--- config.mk ---
export PLATFORM = sky130hd
export DESIGN_NAME = seq_pattern_tx
export DESIGN_NICKNAME = d
export VERILOG_FILES = /design/src/rtl/seq_pattern_tx_pkg.sv /design/src/rtl/seq_pattern_tx_piso.sv /design/src/rtl/seq_pattern_tx.sv
export SDC_FILE = /design/constraint.sdc
export NUM_CORES = 1
export LEC_CHECK = 0
export CAP_MARGIN = 30
export CORE_MARGIN = 2
export CORE_UTILIZATION = 45
export DETAILED_ROUTE_END_ITERATION = 10
export PLACE_DENSITY = 0.79
export SLEW_MARGIN = 0
export SYNTH_ARGS = -nofsm -noshare
export SYNTH_HDL_FRONTEND = slang
export SYNTH_HIERARCHICAL = 1
export SYNTH_SLANG_ARGS = --single-unit
--- constraint.sdc ---
create_clock -name clk_i -period 4.63 [get_ports clk_i]
set_input_delay 0.926 -clock clk_i [delete_from_list [all_inputs] [get_ports clk_i]]
set_output_delay 0.926 -clock clk_i [all_outputs]
set_load 0.01 [all_outputs]
--- src/rtl/seq_pattern_tx_pkg.sv ---
// seq_pattern_tx_pkg: shared FSM state encoding and default pattern for the serial pattern transmitter.
package seq_pattern_tx_pkg;
    typedef enum logic [1:0] {
        S_IDLE = 2'd0,
        S_SEND = 2'd1,
        S_GAP  = 2'd2,
        S_DONE = 2'd3
    } state_e;
    localparam logic [3:0] DEF_PATTERN = 4'b1001;
endpackage

--- src/rtl/seq_pattern_tx_piso.sv ---
// piso_shift: parallel-load, serial-out MSB-first shift register; shifting fills zeros.
module piso_shift
    import seq_pattern_tx_pkg::*;
#(
    parameter int W = 4
) (
    input  logic         clk_i,
    input  logic         rst_ni,
    input  logic         load_i,
    input  logic         shift_i,
    input  logic [W-1:0] d_i,
    output logic         q_o
);
    logic [W-1:0] sh_q;
    always_ff @(posedge clk_i or negedge rst_ni) begin
        if (!rst_ni) sh_q <= '0;
        else if (load_i) sh_q <= d_i;
        else if (shift_i) sh_q <= {sh_q[W-2:0], 1'b0};
    end
    assign q_o = sh_q[W-1];
endmodule

--- src/rtl/seq_pattern_tx.sv ---
// seq_pattern_tx: sends a latched pattern MSB-first with repeats, idle gaps, busy/done handshake and abort.
module seq_pattern_tx
    import seq_pattern_tx_pkg::*;
#(
    parameter int PAT_W = 4,
    parameter int GAP_W = 4,
    parameter int REP_W = 4
) (
    input  logic             clk_i,
    input  logic             rst_ni,
    input  logic             start_i,
    input  logic [PAT_W-1:0] pattern_i,
    input  logic [GAP_W-1:0] gap_len_i,
    input  logic [REP_W-1:0] rep_cnt_i,
    input  logic             abort_i,
    output logic             ser_out_o,
    output logic             ser_valid_o,
    output logic             frame_sop_o,
    output logic             busy_o,
    output logic             done_o
);
    localparam int IDX_W = $clog2(PAT_W);
    state_e           state_q;
    logic [PAT_W-1:0] pat_q;
    logic [GAP_W-1:0] gap_q, gap_cnt_q;
    logic [REP_W-1:0] reps_q;
    logic [IDX_W-1:0] idx_q;
    logic             valid_q, sop_q, busy_q, done_q;
    logic             last_bit, accept, rearm, load, shift;
    logic [PAT_W-1:0] load_val;
    // The shifter drains to zero after the last bit, so ser_out idles low without gating.
    always_comb begin
        last_bit = state_q == S_SEND && idx_q == IDX_W'(PAT_W - 1);
        accept   = state_q == S_IDLE && start_i;
        rearm    = (last_bit && reps_q > REP_W'(1) && gap_q == '0)
                || (state_q == S_GAP && gap_cnt_q == GAP_W'(1));
        load     = abort_i || accept || rearm;
        shift    = state_q == S_SEND;
        load_val = abort_i ? '0 : accept ? pattern_i : pat_q;
    end
    piso_shift #(.W(PAT_W)) u_piso (
        .clk_i  (clk_i),
        .rst_ni (rst_ni),
        .load_i (load),
        .shift_i(shift),
        .d_i    (load_val),
        .q_o    (ser_out_o)
    );
    always_ff @(posedge clk_i or negedge rst_ni) begin
        if (!rst_ni) begin
            state_q   <= S_IDLE;
            pat_q     <= '0;
            gap_q     <= '0;
            gap_cnt_q <= '0;
            reps_q    <= '0;
            idx_q     <= '0;
            valid_q   <= 1'b0;
            sop_q     <= 1'b0;
            busy_q    <= 1'b0;
            done_q    <= 1'b0;
        end else if (abort_i) begin
            state_q <= S_IDLE;
            idx_q   <= '0;
            valid_q <= 1'b0;
            sop_q   <= 1'b0;
            busy_q  <= 1'b0;
            done_q  <= 1'b0;
        end else begin
            case (state_q)
                S_IDLE: if (start_i) begin
                    state_q <= S_SEND;
                    pat_q   <= pattern_i;
                    gap_q   <= gap_len_i;
                    reps_q  <= rep_cnt_i == '0 ? REP_W'(1) : rep_cnt_i;
                    idx_q   <= '0;
                    valid_q <= 1'b1;
                    sop_q   <= 1'b1;
                    busy_q  <= 1'b1;
                end
                S_SEND: begin
                    sop_q <= 1'b0;
                    idx_q <= idx_q + 1'b1;
                    if (last_bit) begin
                        idx_q <= '0;
                        if (reps_q > REP_W'(1)) begin
                            reps_q <= reps_q - 1'b1;
                            if (gap_q != '0) begin
                                state_q   <= S_GAP;
                                gap_cnt_q <= gap_q;
                                valid_q   <= 1'b0;
                            end else sop_q <= 1'b1;
                        end else begin
                            state_q <= S_DONE;
                            valid_q <= 1'b0;
                            done_q  <= 1'b1;
                        end
                    end
                end
                S_GAP: if (gap_cnt_q == GAP_W'(1)) begin
                    state_q <= S_SEND;
                    valid_q <= 1'b1;
                    sop_q   <= 1'b1;
                end else gap_cnt_q <= gap_cnt_q - 1'b1;
                default: begin
                    state_q <= S_IDLE;
                    done_q  <= 1'b0;
                    busy_q  <= 1'b0;
                end
            endcase
        end
    end
    assign ser_valid_o = valid_q;
    assign frame_sop_o = sop_q;
    assign busy_o      = busy_q;
    assign done_o      = done_q;
endmodule

Word level (Yosys, flattened, before mapping)
Index checks and enable logic that the tools add are counted.
{"block": "classes", "n_addsub": 3, "magnitude_cmp": 1, "eq_ne": 16, "muxes": 43, "n_bitwise": 1, "n_reduce_logical": 28}
{"cell": "4-bit two-way mux", "count": 12}
{"cell": "2-bit two-way mux", "count": 9}
{"cell": "4-bit one-hot mux with 2 select lines", "count": 2}
{"cell": "1-bit two-way mux", "count": 14}
{"cell": "5-bit AND reduction", "count": 2}
{"cell": "3-bit inequality test (second input constant)", "count": 3}
{"cell": "3-bit AND reduction", "count": 3}
{"cell": "4-bit logical NOT", "count": 2}
{"cell": "2-bit by 1-bit inequality test with 1-bit output (second input constant)", "count": 4}
{"cell": "4-bit nonzero test", "count": 2}
{"cell": "4-bit by 1-bit subtractor with 4-bit output (second input constant)", "count": 2}
{"cell": "2-bit inequality test (second input constant)", "count": 3}
{"cell": "1-bit one-hot mux with 3 select lines", "count": 2}
{"cell": "2-bit one-hot mux with 3 select lines", "count": 1}
{"cell": "6-bit AND reduction", "count": 1}
{"cell": "2-bit nonzero test", "count": 3}
{"cell": "1-bit logical AND", "count": 5}
{"cell": "2-bit == test (second input constant)", "count": 2}
{"cell": "4-bit by 1-bit == test with 1-bit output (second input constant)", "count": 1}
{"cell": "4-bit by 1-bit > comparator with 1-bit output (second input constant)", "count": 1}
{"cell": "4-bit by 3-bit inequality test with 1-bit output (second input constant)", "count": 1}
{"cell": "1-bit one-hot mux with 2 select lines", "count": 2}
{"cell": "2-bit one-hot mux with 2 select lines", "count": 1}
{"cell": "2-bit AND reduction", "count": 2}
{"cell": "9 further kinds", "count": 12}
{"block": "totals", "register_bits": 28, "input_bits": 16, "output_inout_bits": 5, "elab_cells": 103}

Longest topological paths before layout
{"block": "depth", "word_depth": 7, "depth_mapped": 9, "depth_no_buf": 8}

Hierarchy
Netlist, hierarchy kept.
{"mod": "seq_pattern_tx", "n_inst": 1, "cells_each": 168, "area_per_inst_um2": 1554.0, "seq_area_each_um2": 600.6}
{"mod": "piso_shift", "n_inst": 1, "cells_each": 15, "area_per_inst_um2": 168.9, "seq_area_each_um2": 100.1}

Worst setup path before layout
OpenSTA, ideal clock, no wires.
{"block": "synth_timing", "path_type": "input to register", "from": "in start_i", "to": "reg reps_q[1]", "setup_time_ps": 79, "t_arrival_ps": 1877, "t_required_ps": 4551, "slack_ps": 2674, "cell_stages": 5, "path_buffers": 1, "path_cell_list": "buf_2 > mux2i_1 > or2_1 > a21oi_1 > mux2i_1"}
{"block": "synth_between", "elab_chain_cells": 2}
{"element": "start, declared", "line": "seq_pattern_tx.sv:11", "text": "input logic start_i,"}
{"element": "2-bit inequality test (no source line)"}
{"element": "5-bit AND reduction (no source line)"}
{"element": "end signal, assigned", "line": "seq_pattern_tx.sv:74", "text": "reps_q <= rep_cnt_i == '0 ? REP_W'(1) : rep_cnt_i;"}
{"element": "end signal, assigned", "line": "seq_pattern_tx.sv:86", "text": "reps_q <= reps_q - 1'b1;"}
{"element": "end, declared", "line": "seq_pattern_tx.sv:26", "text": "logic [REP_W-1:0] reps_q;"}
No other way between the ends.
A chain may end at the register's enable or synchronous reset.

Worst setup path after layout
{"block": "layout_timing", "from": "in abort_i", "to": "reg gap_q[1]"}
{"block": "layout_between", "elab_chain_cells": 2}
{"element": "start, declared", "line": "seq_pattern_tx.sv:15", "text": "input logic abort_i,"}
{"element": "1-bit NOT (no source line)"}
{"element": "3-bit AND reduction (no source line)"}
{"element": "end signal, assigned", "line": "seq_pattern_tx.sv:73", "text": "gap_q <= gap_len_i;"}
{"element": "end, declared", "line": "seq_pattern_tx.sv:25", "text": "logic [GAP_W-1:0] gap_q, gap_cnt_q;"}
No other way between the ends.

==> flow_metrics.env <==
export IMPL_drt_iter0_markers=55
export IMPL_hold_violations=0
export IMPL_fill_cells=326
export IMPL_critPathMaxFanout=16
export IMPL_drive_above_1_share_pct=12.38
export IMPL_power_per_cell_area_mw_per_mm2=553.8
export IMPL_synth_avg_cell_area_um2=9.415
export IMPL_grtUsageTotal_pct=18.18
export IMPL_synth_yosys_seq_area_share_pct=40.67
export IMPL_area_growth_pct=18.16
export IMPL_ff2ff_setup_slack_ps=2200
export IMPL_synth_area_mm2=0.001723
export IMPL_cp_cell_sequence="clkdlybuf4s50_1 > inv_1 > nand3_1 > mux2_2"
export IMPL_max_cap_violations=0
export IMPL_cts_buffers=3
export IMPL_min_path_type="register to register"
export IMPL_die_w_um=65.88
export IMPL_io_buffers=20
export IMPL_synth_warnings=6
export IMPL_multi_input_area_um2=950.9
export IMPL_vias_per_cell=5.632
export IMPL_h_tree_depth=1
export IMPL_antenna_found_initial=0
export IMPL_crit_slowest_cell="clkdlybuf4s50_1"
export IMPL_r2r_start="state_q[1]$_DFFE_PN0P_"
export IMPL_ios=21
export IMPL_synthFlopType="dfrtp_1"
export IMPL_grt_pass1_wl_um=6092
export IMPL_slew_headroom_pct=51.26
export IMPL_finalWorstPathRequiredPeriod_ps=2661
export IMPL_vias=1408
export IMPL_synth_seq_cells=28
export IMPL_report_final_slew_viol_count=0
export IMPL_async_flop_share_pct=100.0
export IMPL_grt_start_max_net_pins=29
export IMPL_peakVddDrop_uv=275.5
export IMPL_ant_nets=0
export IMPL_crit_type="input port to register"
export IMPL_fmax_mhz=375.7
export IMPL_core_area_mm2=0.003661
export IMPL_cts_resized=0
export IMPL_cp_end_kind="register"
export IMPL_holdPathStages=1
export IMPL_drc=0
export IMPL_min_to="u_piso/sh_q[0]$_DFFE_PN0P_"
export IMPL_fin_crit_sh_pct=57.48
export IMPL_postCtsSetupBuffers=0
export IMPL_cpPeakStageDelay_ps=870
export IMPL_clockBufferDepth=2
export IMPL_rr_endpoint="u_piso/sh_q[0]$_DFFE_PN0P_"
export IMPL_dp_hpwl_um=2565
export IMPL_hp_start="u_piso/sh_q[0]$_DFFE_PN0P_"
export IMPL_gp_congestion=0.8540
export IMPL_routedWlPerCell_um=14.09
export IMPL_whs_ps=508.3
export IMPL_dieArea_mm2=0.004340
export IMPL_clock_latency_ps=280
export IMPL_overflow=0
export IMPL_critPathBufInv=2
export IMPL_tightest_slew_ps=731.1
export IMPL_finalSetupTns_ps=0
export IMPL_cts_hold_buffers=0
export IMPL_grt_pass1_vias=1336
export IMPL_dr_pass1_iters=4
export IMPL_rows=22
export IMPL_regArea_um2=700.7
export IMPL_die_h_um=65.88
export IMPL_ff2ff_path_depth=8
export IMPL_ys_types=43
export IMPL_rsz0062_at_grt="no"
export IMPL_drt_wl_total_um=3522
export IMPL_path_clk_slew_ps=100
export IMPL_n_antenna_cell=0
export IMPL_synth_nets=209
export IMPL_start_util_pct=47.06
export IMPL_synthCells=183
export IMPL_synth_edf_count=0
export IMPL_outcome="finished, final reports clean"
export IMPL_cts_tree="built"
export IMPL_setup_viol=0
export IMPL_critical_path_required_ps=4800
export IMPL_p_leak_nw=0.8547
export IMPL_final_nets=229
export IMPL_worst_setup_path_start_kind="input port"
export IMPL_clock_root_buffer="clkbuf_8"
export IMPL_critical_path_top_delay_family="buffers and inverters"
export IMPL_cp_arrival_ps=2830
export IMPL_finClkSkew_ps=3.732
export IMPL_clock_sinks=28
-- kinds of logic after synthesis --
logic type / Yosys count / share of synthesized area, %
adders and majority gates: 10 / 7.262
and+or+nand+nor: 62 / 17.36
DFF: 28 / 40.67
muxes: 16 / 9.877
AOI/OAI and AO/OA: 50 / 20.70
buffers and inverters: 17 / 4.140
-- area by class of cell --
cell class,instances,share of cell area [%]
inverters,10,1.844
clock buffers,3,2.028
well taps,48,2.950
multi-input cells,138,46.71
repair buffers,22,10.57
flip-flops and latches,28,34.42
clock inverters,1,1.475
-- where the power goes --
group / leakage, nW / switching, W / internal, W
clock network: 0.0357 / 0.0000773 / 0.000116
logic: 0.475 / 0.000258 / 0.000243
registers: 0.344 / 0.0000896 / 0.000343
-- registers in the layout, indices dropped and copies added (netlist names) --
name / flops
frame_sop_o: 1
done_o: 1
pat_q: 4
idx_q: 2
gap_q: 4
ser_valid_o: 1
reps_q: 4
gap_cnt_q: 4
busy_o: 1
state_q: 2
u_piso/sh_q: 4
-- worst max path at each step --
| stage | to | from | cells past startpoint |
|---|---|---|---|
| final | gap_q[1]$_DFFE_PN0P_ | abort_i | 4 |
| after global routing | gap_q[1]$_DFFE_PN0P_ | abort_i | 4 |
| after CTS | gap_q[1]$_DFFE_PN0P_ | abort_i | 4 |
| after detailed placement | gap_q[1]$_DFFE_PN0P_ | abort_i | 4 |
| after global placement | gap_q[0]$_DFFE_PN0P_ | abort_i | 4 |
| after floorplan | reps_q[1]$_DFFE_PN0P_ | start_i | 5 |
-- stage by stage --
stage / cells / worst slack (ps) / utilization [%] / power [W] / cell area (um2)
final: 250 / 1969 / 55.60 / 0.001127 / 2036
after global routing: 250 / 1862 / 55.60 / 0.001220 / 2036
after CTS: 250 / 1997 / 55.60 / 0.001129 / 2036
after detailed placement: 246 / 1666 / 53.66 / 0.0009323 / 1964
after global placement: 246 / 1739 / 53.66 / 0.0009209 / 1964
after floorplan: 183 / 2674 / - / 0.0008021 / 1723
-- synth_stat cells, types with 3 or more instances --
master	number	area share, %
nand2b_1	3	1.1
buf_2	3	0.87
mux2i_1	8	4.6
o21ai_1	4	1.2
dfrtp_1	28	41
nor3_1	10	2.9
mux2_2	8	5.2
nor2_1	15	3.3
o221a_2	3	2.0
a21oi_1	13	3.8
nand3_1	8	2.3
clkbuf_1	3	0.65
a211o_1	3	1.5
ha_1	10	7.3
o21ai_0	8	2.3
nand2_1	16	3.5
inv_1	10	2.2
-- layout by cell type (no fill, tap or decap), types with 2 or more instances in the layout --
cell type,instances
o221a_2,3
ha_1,10
nand2b_1,3
inv_1,10
nand3_1,8
clkdlybuf4s50_1,20
o21ai_1,4
buf_4,2
dfrtp_1,28
a211o_1,3
nor2_1,15
mux2i_1,8
a32oi_1,2
nor2b_1,2
clkbuf_8,3
nor3_1,10
o21ai_0,8
a21oi_1,13
mux2_2,8
nand2_1,16
a2bb2oi_1,2
a211oi_1,2
-- per-layer routing --
| layer | wire length (um) | vias up | track usage [%] | part of all wire [%] |
|---|---|---|---|---|
| li1 | - | 699 | - | - |
| met3 | 171 | 5 | 2.555 | 4.9 |
| met5 | 0 | - | 0 | 0 |
| met4 | 42 | 0 | 5.729 | 1.2 |
| met1 | 1708 | 667 | 25.87 | 48 |
| met2 | 1599 | 37 | 28.54 | 45 |
Note: power is estimated with default switching activity, not from simulation.
